**config.mk**
```make
export PLATFORM = sky130hd
export DESIGN_NAME = aes_inv_sbox_seq
export DESIGN_NICKNAME = d
export VERILOG_FILES = /design/src/rtl/aes_inv_sbox_seq.sv
export SDC_FILE = /design/constraint.sdc
export NUM_CORES = 1
export LEC_CHECK = 0
export BUFFER_PORTS_ARGS = -buffer_cell sky130_fd_sc_hd__buf_4
export CORE_AREA = 2 2 74 76
export CTS_BUF_LIST = sky130_fd_sc_hd__clkbuf_8 sky130_fd_sc_hd__clkbuf_16
export CTS_CLUSTER_DIAMETER = 30
export DETAILED_ROUTE_END_ITERATION = 16
export DIE_AREA = 0 0 76 78
export PLACE_DENSITY = 0.8
export SLEW_MARGIN = 20
export SYNTH_ARGS = -nofsm -noshare
export SYNTH_HDL_FRONTEND = slang
export SYNTH_SLANG_ARGS = --single-unit
```
**constraint.sdc**
```tcl
create_clock -name clk -period 7.7 [get_ports clk]
set_clock_uncertainty 0.1 [all_clocks]
set_input_delay 0.385 -clock clk [delete_from_list [all_inputs] [get_ports clk]]
set_output_delay 0.385 -clock clk [all_outputs]
set_load 0.03 [all_outputs]
```
**src/rtl/aes_inv_sbox_seq.sv**
```systemverilog
// Sequential AES inverse S-box: inverse affine transform followed by a GF(2^8)
// inversion computed as x^254 through seven square-and-multiply steps.
module aes_inv_sbox_seq #(
    parameter int INV_ONLY = 0
) (
    input  logic       clk,
    input  logic       rst_n,
    input  logic       in_valid,
    output logic       in_ready,
    input  logic [7:0] a,
    output logic       out_valid,
    input  logic       out_ready,
    output logic [7:0] d,
    output logic       busy
);

    typedef enum logic [1:0] {
        IDLE,
        CALC,
        DONE
    } state_t;

    localparam logic [7:0] AFFINE_C  = 8'h05;
    localparam logic [2:0] LAST_STEP = 3'd6;

    state_t     state;
    state_t     state_nxt;
    logic [7:0] t;
    logic [7:0] r;
    logic [2:0] cnt;
    logic [7:0] affine;
    logic [7:0] b;
    logic [7:0] t_sq;
    logic [7:0] r_nxt;

    // GF(2^8) product modulo x^8+x^4+x^3+x+1 by shift-and-add.
    function automatic logic [7:0] gf_mul(input logic [7:0] x, input logic [7:0] y);
        logic [7:0] acc;
        logic [7:0] p;
        acc = '0;
        p   = x;
        for (int unsigned i = 0; i < 8; i++) begin
            if (y[i]) acc = acc ^ p;
            p = {p[6:0], 1'b0} ^ (p[7] ? 8'h1B : 8'h00);
        end
        return acc;
    endfunction

    // b_i = a_(i+2) ^ a_(i+5) ^ a_(i+7) ^ c_i, written as right-rotations of a.
    always_comb begin
        affine = {a[1:0], a[7:2]} ^ {a[4:0], a[7:5]} ^ {a[6:0], a[7]} ^ AFFINE_C;
        b      = (INV_ONLY != 0) ? a : affine;
    end

    always_comb begin
        t_sq  = gf_mul(t, t);
        r_nxt = gf_mul(r, t_sq);
    end

    always_ff @(posedge clk) begin
        if (!rst_n) begin
            state <= IDLE;
        end else begin
            state <= state_nxt;
        end
    end

    always_comb begin
        state_nxt = state;
        in_ready  = 1'b0;
        out_valid = 1'b0;
        busy      = 1'b1;
        case (state)
            IDLE: begin
                in_ready = 1'b1;
                busy     = 1'b0;
                if (in_valid) state_nxt = CALC;
            end
            CALC: begin
                if (cnt == LAST_STEP) state_nxt = DONE;
            end
            DONE: begin
                out_valid = 1'b1;
                if (out_ready) state_nxt = IDLE;
            end
            default: begin
                state_nxt = IDLE;
            end
        endcase
    end

    // After step k, t = b^(2^k) and r = b^(2+4+...+2^k); step 7 yields b^254.
    always_ff @(posedge clk) begin
        if (!rst_n) begin
            t   <= '0;
            r   <= 8'h01;
            cnt <= '0;
            d   <= '0;
        end else begin
            case (state)
                IDLE: begin
                    if (in_valid) begin
                        t   <= b;
                        r   <= 8'h01;
                        cnt <= '0;
                    end
                end
                CALC: begin
                    t   <= t_sq;
                    r   <= r_nxt;
                    cnt <= cnt + 3'd1;
                    if (cnt == LAST_STEP) d <= r_nxt;
                end
                default: begin
                end
            endcase
        end
    end

endmodule

```
# ---- Word-level counts from Yosys, hierarchy flattened
# Index checks and enable logic that the tools add are counted.
dict set report word_totals {
  reg_bits 29
  input_bits 12
  out_inout_bits 11
  word_cells 91
}
dict set report classes {
  add_sub_neg 1
  eq_ne 6
  muxes 43
  bitwise 31
  reduce_logical 5
}
# operator count
set ops {}
lappend ops {{two-way mux 8 bit} 18}
lappend ops {{bitwise XOR 8 bit} 16}
lappend ops {{bitwise XOR 8 x 5 -> 8 bit} 14}
lappend ops {{two-way mux 5 bit} 14}
lappend ops {{case mux 8 bit (2 select lines)} 2}
lappend ops {{two-way mux 2 bit} 3}
lappend ops {{!= test 2 bit (second input constant)} 3}
lappend ops {{case mux 2 bit (3 select lines)} 1}
lappend ops {{case mux 3 bit (2 select lines)} 1}
lappend ops {{AND reduction 2 bit} 2}
lappend ops {{adder 3 x 1 -> 3 bit (second input constant)} 1}
lappend ops {{equality test 3 bit (second input constant)} 1}
lappend ops {{two-way mux 1 bit} 3}
lappend ops {{two-way mux 3 bit} 1}
lappend ops {{AND reduction 3 bit} 1}
lappend ops {{equality test 2 x 1 -> 1 bit (second input constant)} 1}
lappend ops {{equality test 2 bit (second input constant)} 1}
lappend ops {{logical NOT 2 bit} 1}
lappend ops {{inverter 2 bit} 1}
lappend ops {{nonzero test 2 bit} 1}

# ---- Depth between registers and ports, before layout
dict set report logic_depth {
  word_depth 32
  ltp_mapped 12
  depth_no_buf 10
}

# ---- Worst setup path after synthesis
# No wires, ideal clock.
dict set report synth_timing {
  kind {reg2reg}
  startpoint {register t[0]}
  endpoint {register d[4]}
  t_arrival_ps 2826
  required_time_ps 7530
  path_slack_ps 4705
  stages_incl_launch_ff 11
  path_buffers 0
  synth_period_minus_slack_ps 2995
  path_cell_list {dfxtp_1 ha_1 xnor2_2 mux2i_1 xor2_2 nand2_1 xnor2_1 xnor2_1 xor3_1 xnor3_1 a21oi_1}
}
dict set report synth_between {
  elab_chain_len 30
  word_cells_on_any_way 37
  classes_between {16 x mux; 21 x bitwise}
}
# item line_no
set synth_rtl {}
lappend synth_rtl {{start, declared} 28} ;# logic [7:0] t;
lappend synth_rtl {{start signal, assigned} 109} ;# t <= t_sq;
lappend synth_rtl {{two-way mux 8 bit} 43} ;# if (y[i]) acc = acc ^ p;
lappend synth_rtl {{bitwise XOR 8 bit} 43}
lappend synth_rtl {{two-way mux 8 bit} 43}
lappend synth_rtl {{bitwise XOR 8 bit} 43}
lappend synth_rtl {{two-way mux 8 bit} 43}
lappend synth_rtl {{bitwise XOR 8 bit} 43}
lappend synth_rtl {{two-way mux 8 bit} 43}
lappend synth_rtl {{bitwise XOR 8 bit} 43}
lappend synth_rtl {{[14 not listed]} -}
lappend synth_rtl {{bitwise XOR 8 bit} 43}
lappend synth_rtl {{two-way mux 8 bit} 43}
lappend synth_rtl {{bitwise XOR 8 bit} 43}
lappend synth_rtl {{two-way mux 8 bit} 43}
lappend synth_rtl {{bitwise XOR 8 bit} 43}
lappend synth_rtl {{two-way mux 8 bit} 43}
lappend synth_rtl {{bitwise XOR 8 bit} 43}
lappend synth_rtl {{two-way mux 8 bit (*)} 43}
lappend synth_rtl {{end signal, assigned} 112} ;# if (cnt == LAST_STEP) d <= r_nxt;
lappend synth_rtl {{end, declared} 13} ;# output logic [7:0] d,
# Every way passes the cells marked *; elsewhere a longest branch is shown, timed or not.
# A chain may end at the register's enable or synchronous reset.

# ---- Worst setup path in the final report
dict set report layout_timing {
  startpoint {register t[7]}
  endpoint {register d[4]}
}
dict set report layout_between {
  elab_chain_len 31
  word_cells_on_any_way 40
  classes_between {19 x mux; 21 x bitwise}
}
# item line_no
set layout_rtl {}
lappend layout_rtl {{two-way mux 5 bit} 44} ;# p = {p[6:0], 1'b0} ^ (p[7] ? 8'h1B : 8'h00);
lappend layout_rtl {{bitwise XOR 8 x 5 -> 8 bit} 44}
lappend layout_rtl {{bitwise XOR 8 bit} 43}
lappend layout_rtl {{two-way mux 8 bit} 43}
lappend layout_rtl {{bitwise XOR 8 bit} 43}
lappend layout_rtl {{two-way mux 8 bit} 43}
lappend layout_rtl {{bitwise XOR 8 bit} 43}
lappend layout_rtl {{two-way mux 8 bit} 43}
lappend layout_rtl {{[15 not listed]} -}
lappend layout_rtl {{bitwise XOR 8 bit} 43}
lappend layout_rtl {{two-way mux 8 bit} 43}
lappend layout_rtl {{bitwise XOR 8 bit} 43}
lappend layout_rtl {{two-way mux 8 bit} 43}
lappend layout_rtl {{bitwise XOR 8 bit} 43}
lappend layout_rtl {{two-way mux 8 bit} 43}
lappend layout_rtl {{bitwise XOR 8 bit} 43}
lappend layout_rtl {{two-way mux 8 bit (*)} 43}
# Marks and branches as above.

==> flow_metrics.py <==
metrics = {
    "worst_setup_path": {
        "cp_slowest_cell": "dfxtp_1",
        "crit_chain": "ha_1 -> xnor2_2 -> mux2_2 -> xnor2_1 -> nand2_1 -> xnor2_1 -> xnor2_1 -> xor3_1 -> xnor3_1 -> a21oi_1",
        "cp_data_required_time_ns": 7.81,
        "cp_data_arrival_time_ns": 4.43,
        "worstSetupPathType": "reg2reg",
        "critPathLaunchType": "flip-flop",
        "crit_fanout": 21,
        "critPathMaxStageDelay_ns": 0.81,
        "crit_family": "XOR/XNOR gates",
        "path_buf_inv": 0,
        "crit_top_cell": "xnor2_1",
        "worst_setup_path_end_kind": "flip-flop",
    },
    "floorplan": {
        "dieArea_sq_um": 5930,
        "start_util": 0.642,
        "core_sq_um": 5040,
        "die_w_um": 76,
        "rows": 26,
        "die_h_um": 78,
        "boundaryPins": 23,
    },
    "clocking": {
        "cts_tree": "yes",
        "postCtsSetupRepairBufs": 0,
        "htreeDepth": 2,
        "cts_resized": 0,
        "clkLatencyLatePin_ns": 0.28,
        "numCtsBuffers": 5,
        "cts_hold_buffers": 0,
        "cts.path.max_buffers": 2,
        "cts_sinks": 29,
        "path_clk_slew_ns": 0.06,
        "cts-root-buf": "clkbuf_8",
    },
    "pwr": {
        "vdd_drop_max_uv": 231,
        "power_frac_seq": 0.197,
        "power_density_nw_per_um2": 348,
        "clock_power_share": 0.097,
        "power.switching_uw": 555,
        "leakage_uw": 0.00131,
        "pwr-share-comb": 0.706,
        "p_int_uw": 641,
        "swShare": 0.464,
    },
    "timing": {
        "fin_crit_sh": 0.561,
        "final-setup-viol-count": 0,
        "setup_ws_ns": 3.38,
        "worstMarginPinSlew_ns": 1.00,
        "drv_slew": 0,
        "fin_crit_ns": 4.32,
        "fmax_ghz": 0.231,
        "whs_ns": 0.309,
        "finalHoldViolations": 0,
        "fin_setup_tns_ns": 0,
        "rsz0062_at_grt": "no",
        "timing.slew.headroom": 0.326,
    },
    "grt": {
        "grt_max_degree": 32,
        "grt_remaining_overflow": 0,
        "antenna_found_initial": 0,
        "grt_usage": 0.254,
        "grt_first_pass_wirelength_um": 12300,
        "grt_pass1_vias": 2604,
    },
    "drt": {
        "dr.pass1.iters": 7,
        "vias": 2666,
        "ant_nets": 0,
        "wl_per_cell_um": 15.0,
        "drt-initial-drc-count": 178,
        "vias_per_cell": 5.72,
        "wirelength_um": 6980,
        "drc": 0,
    },
    "synth": {
        "yosysWarnings": 0,
        "synthesis.nets": 410,
        "ys_types": 49,
        "synth_cells": 395,
        "synthFlopType": "dfxtp_1",
        "synth-edff-count": 0,
        "synth-async-reset-ratio": 0,
        "ys_ff_latch": 29,
        "synth_area_sq_um": 3240,
        "seq_area_frac_synth": 0.179,
        "postSynthAreaPerCell_sq_um": 8.19,
    },
    "cells_and_area": {
        "fill_cells": 427,
        "antenna_cells": 0,
        "drive_above_1_share": 0.109,
        "area_growth_pct": 6.26,
        "final_nets": 410,
    },
    "min_path": {
        "hold_class": "in2reg",
    },
    "placement": {
        "gp_congestion": 0.890,
        "dp.final_hpwl_um": 5080,
        "dp_slack_ns": 3.44,
        "numPortBuffers": 22,
    },
    "run_status": {
        "status": "complete, no violations",
    },
    "flow_run": {
        "cap_violations": 0,
    },
}
-- Yosys cell counts, types with 4 or more instances --
| cell type | n | area [sq um] |
|---|---|---|
| inv_1 | 8 | 30.0 |
| nor2b_1 | 18 | 113 |
| o21ai_1 | 7 | 35.0 |
| mux2i_1 | 12 | 120 |
| and2_1 | 5 | 31.3 |
| nand2b_1 | 7 | 43.8 |
| buf_2 | 10 | 50.1 |
| xnor2_2 | 4 | 65.1 |
| dfxtp_1 | 29 | 581 |
| nor2_1 | 9 | 33.8 |
| xor2_1 | 34 | 298 |
| clkbuf_1 | 15 | 56.3 |
| a21oi_1 | 11 | 55.1 |
| nand3_1 | 14 | 70.1 |
| nand2_1 | 66 | 248 |
| buf_4 | 4 | 30.0 |
| xnor2_1 | 67 | 587 |
| xnor3_1 | 8 | 180 |
| a222oi_1 | 8 | 80.1 |
| o21ai_0 | 14 | 70.1 |
-- final timing paths --
kind	slack, ns	to	start	cells after the start
max reg2reg	3.38	d[4]	t[7]	10
min reg2reg	0.43	cnt[0]	cnt[0]	2
max	3.38	d[4]	t[7]	10
min	0.31	state[1]	out_ready	3
-- worst register-to-register path: stages (launching register included) --
cell and delay [ns]:
dfxtp_1 0.81, ha_1 0.45, xnor2_2 0.39, mux2_2 0.42, xnor2_1 0.75, nand2_1 0.17, xnor2_1 0.26, xnor2_1 0.15
xor3_1 0.26, xnor3_1 0.36, a21oi_1 0.15
-- power groups by stage --
stage / Combinational (uW) / Clock (uW) / Sequential (uW)
after floorplan: 755 / 0 / 182
after global placement: 819 / 0 / 236
after detailed placement: 833 / 0 / 238
after CTS: 839 / 117 / 235
after global routing: 924 / 125 / 242
final: 844 / 116 / 236
-- cell usage in the layout, fill, tap and decap left out, drive strengths merged, types with 9 or more instances in the layout --
master  synthesis  layout
a21oi          11      11
buf            15      23
dfxtp          29      29
inv             8       9
mux2i          12      12
nand2          67      67
nand3          14      14
nor2           10      10
nor2b          18      18
o21ai          21      21
xnor2          74      74
xor2           36      36
-- routing by layer --
| metal | global-route usage | wire length, um | vias to the layer above |
|---|---|---|---|
| li1 | - | - | 1313 |
| met1 | 0.326 | 3110 | 1268 |
| met2 | 0.453 | 3450 | 75 |
| met3 | 0.0279 | 347 | 10 |
| met4 | 0.0745 | 76 | 0 |
| met5 | 0 | 0 | - |
-- cells by family (layout without fill, tap and decap cells) --
| family | Yosys count | after routing | share of synthesized area |
|---|---|---|---|
| compound gates | 56 | 56 | 0.115 |
| xor+xnor | 120 | 120 | 0.399 |
| fa+ha+maj | 3 | 3 | 0.0116 |
| buf+inv | 38 | 39 | 0.0526 |
| flops | 29 | 29 | 0.179 |
| mux | 14 | 14 | 0.0441 |
| simple gates | 135 | 135 | 0.198 |
-- final cells by class --
class / count / area [sq um] / area share
multi-input combinational: 328 / 2490 / 0.723
sequential: 29 / 581 / 0.169
timing repair buffer: 23 / 173 / 0.0502
tap: 70 / 87.6 / 0.0255
clock buffer: 5 / 68.8 / 0.0200
inverter: 8 / 30.0 / 0.00873
clock inverter: 3 / 13.8 / 0.00400
-- through the flow --
| stage | utilization | cells | instance area [sq um] | power (uW) |
|---|---|---|---|---|
| floorplan | - | 395 | 3240 | 937 |
| global placement | 0.666 | 458 | 3360 | 1050 |
| detailed placement | 0.666 | 458 | 3360 | 1070 |
| CTS | 0.682 | 466 | 3440 | 1190 |
| global route | 0.682 | 466 | 3440 | 1290 |
| finish | 0.682 | 466 | 3440 | 1200 |
-- sequential cells by signal, indices dropped and copies added, names as in the netlist --
register	flops
r	8
t	8
cnt	3
state	2
d	8
(Power assumes the default switching activity.)
